### src/rtl/synchronous_fifo.sv
// rtl/synchronous_fifo.sv - single-clock FIFO with full/empty flags and overflow/underflow reporting
// Optional macro SYNC_FIFO_STICKY_ERR_EN: overflow/underflow latch until reset instead of pulsing.
module synchronous_fifo #(
    parameter int WIDTH     = 8,
    parameter int FIFO_SIZE = 16,
    parameter int PTR       = $clog2(FIFO_SIZE)
) (
    input  logic             clk,
    input  logic             reset,
    input  logic             wr_en,
    input  logic             rd_en,
    input  logic [WIDTH-1:0] wdata,
    output logic [WIDTH-1:0] rdata,
    output logic             full,
    output logic             overflow,
    output logic             empty,
    output logic             underflow
);

    localparam logic [PTR:0] PTR_ONE = 1;

    logic [WIDTH-1:0] mem [FIFO_SIZE];
    logic [PTR:0]     wr_ptr;
    logic [PTR:0]     rd_ptr;
    logic             wr_accept;
    logic             rd_accept;
    logic             overflow_set;
    logic             underflow_set;

    // Extra wrap bit distinguishes full (wrap bits differ) from empty (identical pointers).
    assign empty = (wr_ptr == rd_ptr);
    assign full  = (wr_ptr[PTR] != rd_ptr[PTR]) && (wr_ptr[PTR-1:0] == rd_ptr[PTR-1:0]);

    assign wr_accept     = wr_en & ~full;
    assign rd_accept     = rd_en & ~empty;
    assign overflow_set  = wr_en & full;
    assign underflow_set = rd_en & empty;

    // Storage is not cleared by reset; reset only blocks a same-cycle write.
    always_ff @(posedge clk) begin
        if (reset && wr_accept) begin
            mem[wr_ptr[PTR-1:0]] <= wdata;
        end
    end

    always_ff @(posedge clk) begin
        if (!reset) begin
            wr_ptr <= '0;
            rd_ptr <= '0;
            rdata  <= '0;
        end else begin
            if (wr_accept) begin
                wr_ptr <= wr_ptr + PTR_ONE;
            end
            if (rd_accept) begin
                rdata  <= mem[rd_ptr[PTR-1:0]];
                rd_ptr <= rd_ptr + PTR_ONE;
            end
        end
    end

    always_ff @(posedge clk) begin
        if (!reset) begin
            overflow  <= 1'b0;
            underflow <= 1'b0;
        end else begin
`ifdef SYNC_FIFO_STICKY_ERR_EN
            overflow  <= overflow | overflow_set;
            underflow <= underflow | underflow_set;
`else
            overflow  <= overflow_set;
            underflow <= underflow_set;
`endif
        end
    end

endmodule

### config.mk
export PLATFORM = sky130hd
export DESIGN_NAME = synchronous_fifo
export DESIGN_NICKNAME = d
export VERILOG_FILES = /design/src/rtl/synchronous_fifo.sv
export SDC_FILE = /design/constraint.sdc
export NUM_CORES = 1
export LEC_CHECK = 0
export ABC_AREA = 1
export ABC_CLOCK_PERIOD_IN_PS = 4800
export BUFFER_PORTS_ARGS = -buffer_cell sky130_fd_sc_hd__buf_2
export CAP_MARGIN = 20
export CORE_MARGIN = 5
export CORE_UTILIZATION = 45
export DETAILED_ROUTE_END_ITERATION = 6
export SLEW_MARGIN = 20
export SYNTH_ARGS = -nofsm -noshare
export SYNTH_HDL_FRONTEND = slang
export SYNTH_SLANG_ARGS = --single-unit
### constraint.sdc
create_clock -name clk -period 4.8 [get_ports clk]
set_input_delay 0.96 -clock clk [delete_from_list [all_inputs] [get_ports clk]]
set_output_delay 0.96 -clock clk [all_outputs]
set_load 0.1 [all_outputs]
==> insert_results.sql <==
INSERT INTO impl_metrics (metric_group, metric, value, unit) VALUES
('setup_path', 'critical_path_endpoint_category', 'primary output', ''),
('synth', 'synth_seq_area_share', '65.5', '%'),
('timing', 'finalHoldViolCount', '0', ''),
('timing', 'worst-slew-pin-transition', '1030', 'ps'),
('timing', 'max-slew-margin-rel', '30.8', '%'),
('cells_and_area', 'mostFrequentLayoutCells', 'sky130_fd_sc_hd__nand2_1, sky130_fd_sc_hd__edfxtp_1, sky130_fd_sc_hd__inv_1', ''),
('setup_path', 'critical-path-top-delay-family', 'buffers and inverters', ''),
('placed_design', 'post_placement_setup_slack', '1460', 'ps'),
('timing', 'final-setup-viol-count', '0', ''),
('power', 'power.ir.vdd_worst', '235', 'uV'),
('setup_path', 'cp_num_buf_inv', '4', ''),
('routing', 'num_vias', '4440', ''),
('status', 'outcome', 'finished clean', ''),
('setup_path', 'crit_type', 'reg2out', ''),
('floorplan', 'ios', '24', ''),
('timing', 'post-route-period-util', '78.8', '%'),
('power', 'internal_power_of_the_cells', '2280', 'uW'),
('routing', 'drt_wl_total', '14.4', 'mm'),
('synth', 'yosysWarnings', '0', ''),
('clock_tree', 'cts_hold_buf', '0', ''),
('timing', 'maxSlewViolCount', '0', ''),
('floorplan', 'core-area', '0.0140', 'mm2'),
('clock_tree', 'tritoncts', 'yes', ''),
('global_route', 'grt_max_degree', '69', ''),
('floorplan', 'initial_utilization', '46.3', '%'),
('synth', 'syn-instance-count', '654', ''),
('floorplan', 'die_w', '130', 'um'),
('cells_and_area', 'final.fill_count', '1219', ''),
('global_route', 'globalRoute.totalOverflow', '0', ''),
('cells_and_area', 'post_route_cells_drive_above_1_share', '10.3', '%'),
('clock_tree', 'clock_sinks', '148', ''),
('floorplan', 'rows', '43', ''),
('timing', 'final.min_clock_period', '3780', 'ps'),
('timing', 'timing.clock.skew', '5.82', 'ps'),
('synth', 'yosysUniqueCellTypes', '26', ''),
('synth', 'synth_top_flop_cell', 'sky130_fd_sc_hd__edfxtp_1', ''),
('cells_and_area', 'antenna-diode-count', '0', ''),
('setup_path', 'register_to_register_setup_slack', '1930', 'ps'),
('setup_path', 'timing.critical_path.slowest_stage_cell', 'sky130_fd_sc_hd__buf_2', ''),
('synth', 'area_share_of_the_leading_cell_type_in_the_synthesized_netlist', '59.4', '%'),
('setup_path', 'crit_path_max_incr_delay', '490', 'ps'),
('synth', 'synthesis.area_per_instance', '9.90', 'um2'),
('synth', 'synth_area_leaders', 'sky130_fd_sc_hd__edfxtp_1, sky130_fd_sc_hd__nand2_1, sky130_fd_sc_hd__dfxtp_1', ''),
('global_route', 'first_pass_grt_wire_length', '22.8', 'mm'),
('synth', 'post-synth-top-area-cell', 'sky130_fd_sc_hd__edfxtp_1', ''),
('power', 'p_leak', '0.00305', 'uW'),
('routing', 'drt-wirelength-per-cell', '16.5', 'um'),
('clock_tree', 'post_cts_resize_count', '0', ''),
('placed_design', 'globalplace.congestion', '0.901', ''),
('setup_path', 'critical_path.startpoint_type', 'flop', ''),
('clock_tree', 'cts.root.buffer_cell', 'sky130_fd_sc_hd__clkbuf_16', ''),
('power', 'pwr-share-comb', '14.5', '%'),
('placed_design', 'place.detailed.hpwl', '9.06', 'mm'),
('clock_tree', 'ctsHtreeMaxLevel', '4', ''),
('routing', 'drt_pass1_iterations', '5', ''),
('cells_and_area', 'final_cells', '876', ''),
('floorplan', 'full_die_area', '0.0169', 'mm2'),
('setup_path', 'crit_path_start', 'rd_ptr[1]', ''),
('clock_tree', 'clk_pin_slew', '60', 'ps'),
('global_route', 'grt.total_usage', '18.2', '%'),
('synth', 'syn_area', '0.00647', 'mm2'),
('min_path', 'min-delay-path-class', 'reg2reg', ''),
('setup_path', 'rr_startpoint', 'rd_ptr[1]', ''),
('min_path', 'worst_hold_startpoint', 'rd_ptr[3]', ''),
('synth', 'postSynthRegisterBits', '148', ''),
('clock_tree', 'clkLatencyLatePin', '420', 'ps'),
('floorplan', 'die_height', '130', 'um'),
('setup_path', 'worstPathMaxFanout', '37', ''),
('timing', 'setup_ws', '1020', 'ps'),
('clock_tree', 'cts_max_path_buffers', '2', ''),
('synth', 'share_of_flip_flops_with_an_asynchronous_set_or_reset_after_synthesis', '0', '%');
synth_stat cells, types with 4 or more instances:
cell	n
sky130_fd_sc_hd__nand2_1	147
sky130_fd_sc_hd__edfxtp_1	128
sky130_fd_sc_hd__inv_1	93
sky130_fd_sc_hd__nor2_1	83
sky130_fd_sc_hd__nand3_1	65
sky130_fd_sc_hd__o21ai_0	34
sky130_fd_sc_hd__dfxtp_1	20
sky130_fd_sc_hd__nor4_1	15
sky130_fd_sc_hd__a21oi_1	14
sky130_fd_sc_hd__clkbuf_1	14
sky130_fd_sc_hd__buf_2	9
sky130_fd_sc_hd__ha_1	5
sky130_fd_sc_hd__inv_2	5
sky130_fd_sc_hd__xor2_1	4
layer usage:
metal	part of all wire [%]	track usage, %	up-vias	routed length (um)
met5	0	0	-	0
met4	1.5	6.42	0	210
met3	4.8	4.26	18	699
met2	46	28.1	99	6670
met1	47	25.4	2133	6850
li1	-	-	2190	-
metrics by stage:
stage          util, %  area (um2)  power, uW  hold slack (ps)
3_3_place_gp      48.6        6800       1900              489
2_1_floorplan        -        6470       1800              465
5_1_grt           52.4        7330       3230              527
6_report          52.4        7330       3100              506
3_5_place_dp      48.6        6800       1910              488
4_1_cts           52.4        7330       3130              500
final timing paths:
check / cells past startpoint / end
max: 8 / full
max reg2reg: 8 / mem[15][1]
min: 2 / rd_ptr[3]
min reg2reg: 2 / rd_ptr[3]
cell families (layout without fill, tap and decap cells):
group                    count (synthesis)  count (layout)  share of synthesized area [%]
AND/OR/NAND/NOR                        316             316                           20.7
flip-flops                             148             148                           65.5
buffers and inverters                  128             170                           8.00
AO/OA/AOI/OAI                           50              50                           3.86
XOR/XNOR                                 7               7                          0.947
adder cells (fa/ha/maj)                  5               5                          0.966
state kept, by name, indices dropped and copies added (netlist names):
signal / cells
rd_ptr: 5
underflow: 1
rdata: 8
mem: 128
wr_ptr: 5
overflow: 1
worst min-delay path: stages (launching register included):
cell and delay, ps:
sky130_fd_sc_hd__dfxtp_1 330, sky130_fd_sc_hd__nand2_1 70, sky130_fd_sc_hd__a21oi_1 50
final cells by class:
type                            instances  area, um2  share of cell area [%]
Clock inverter                          6       80.1                    1.09
Timing Repair Buffer                   40        243                    3.31
Clock buffer                           25        455                    6.21
Inverter                               99        372                    5.07
Sequential cell                       148       4250                    57.9
Multi-Input combinational cell        378       1710                    23.4
Tap cell                              180        225                    3.07
power groups by stage:
stage               Clock, uW  Combinational (uW)  Sequential, uW
detailed placement          0                 450            1460
floorplan                   0                 261            1540
global route             1300                 496            1430
finish                   1220                 451            1430
CTS                      1240                 453            1430
global placement            0                 445            1460
Power figures use the tool's default switching activity.
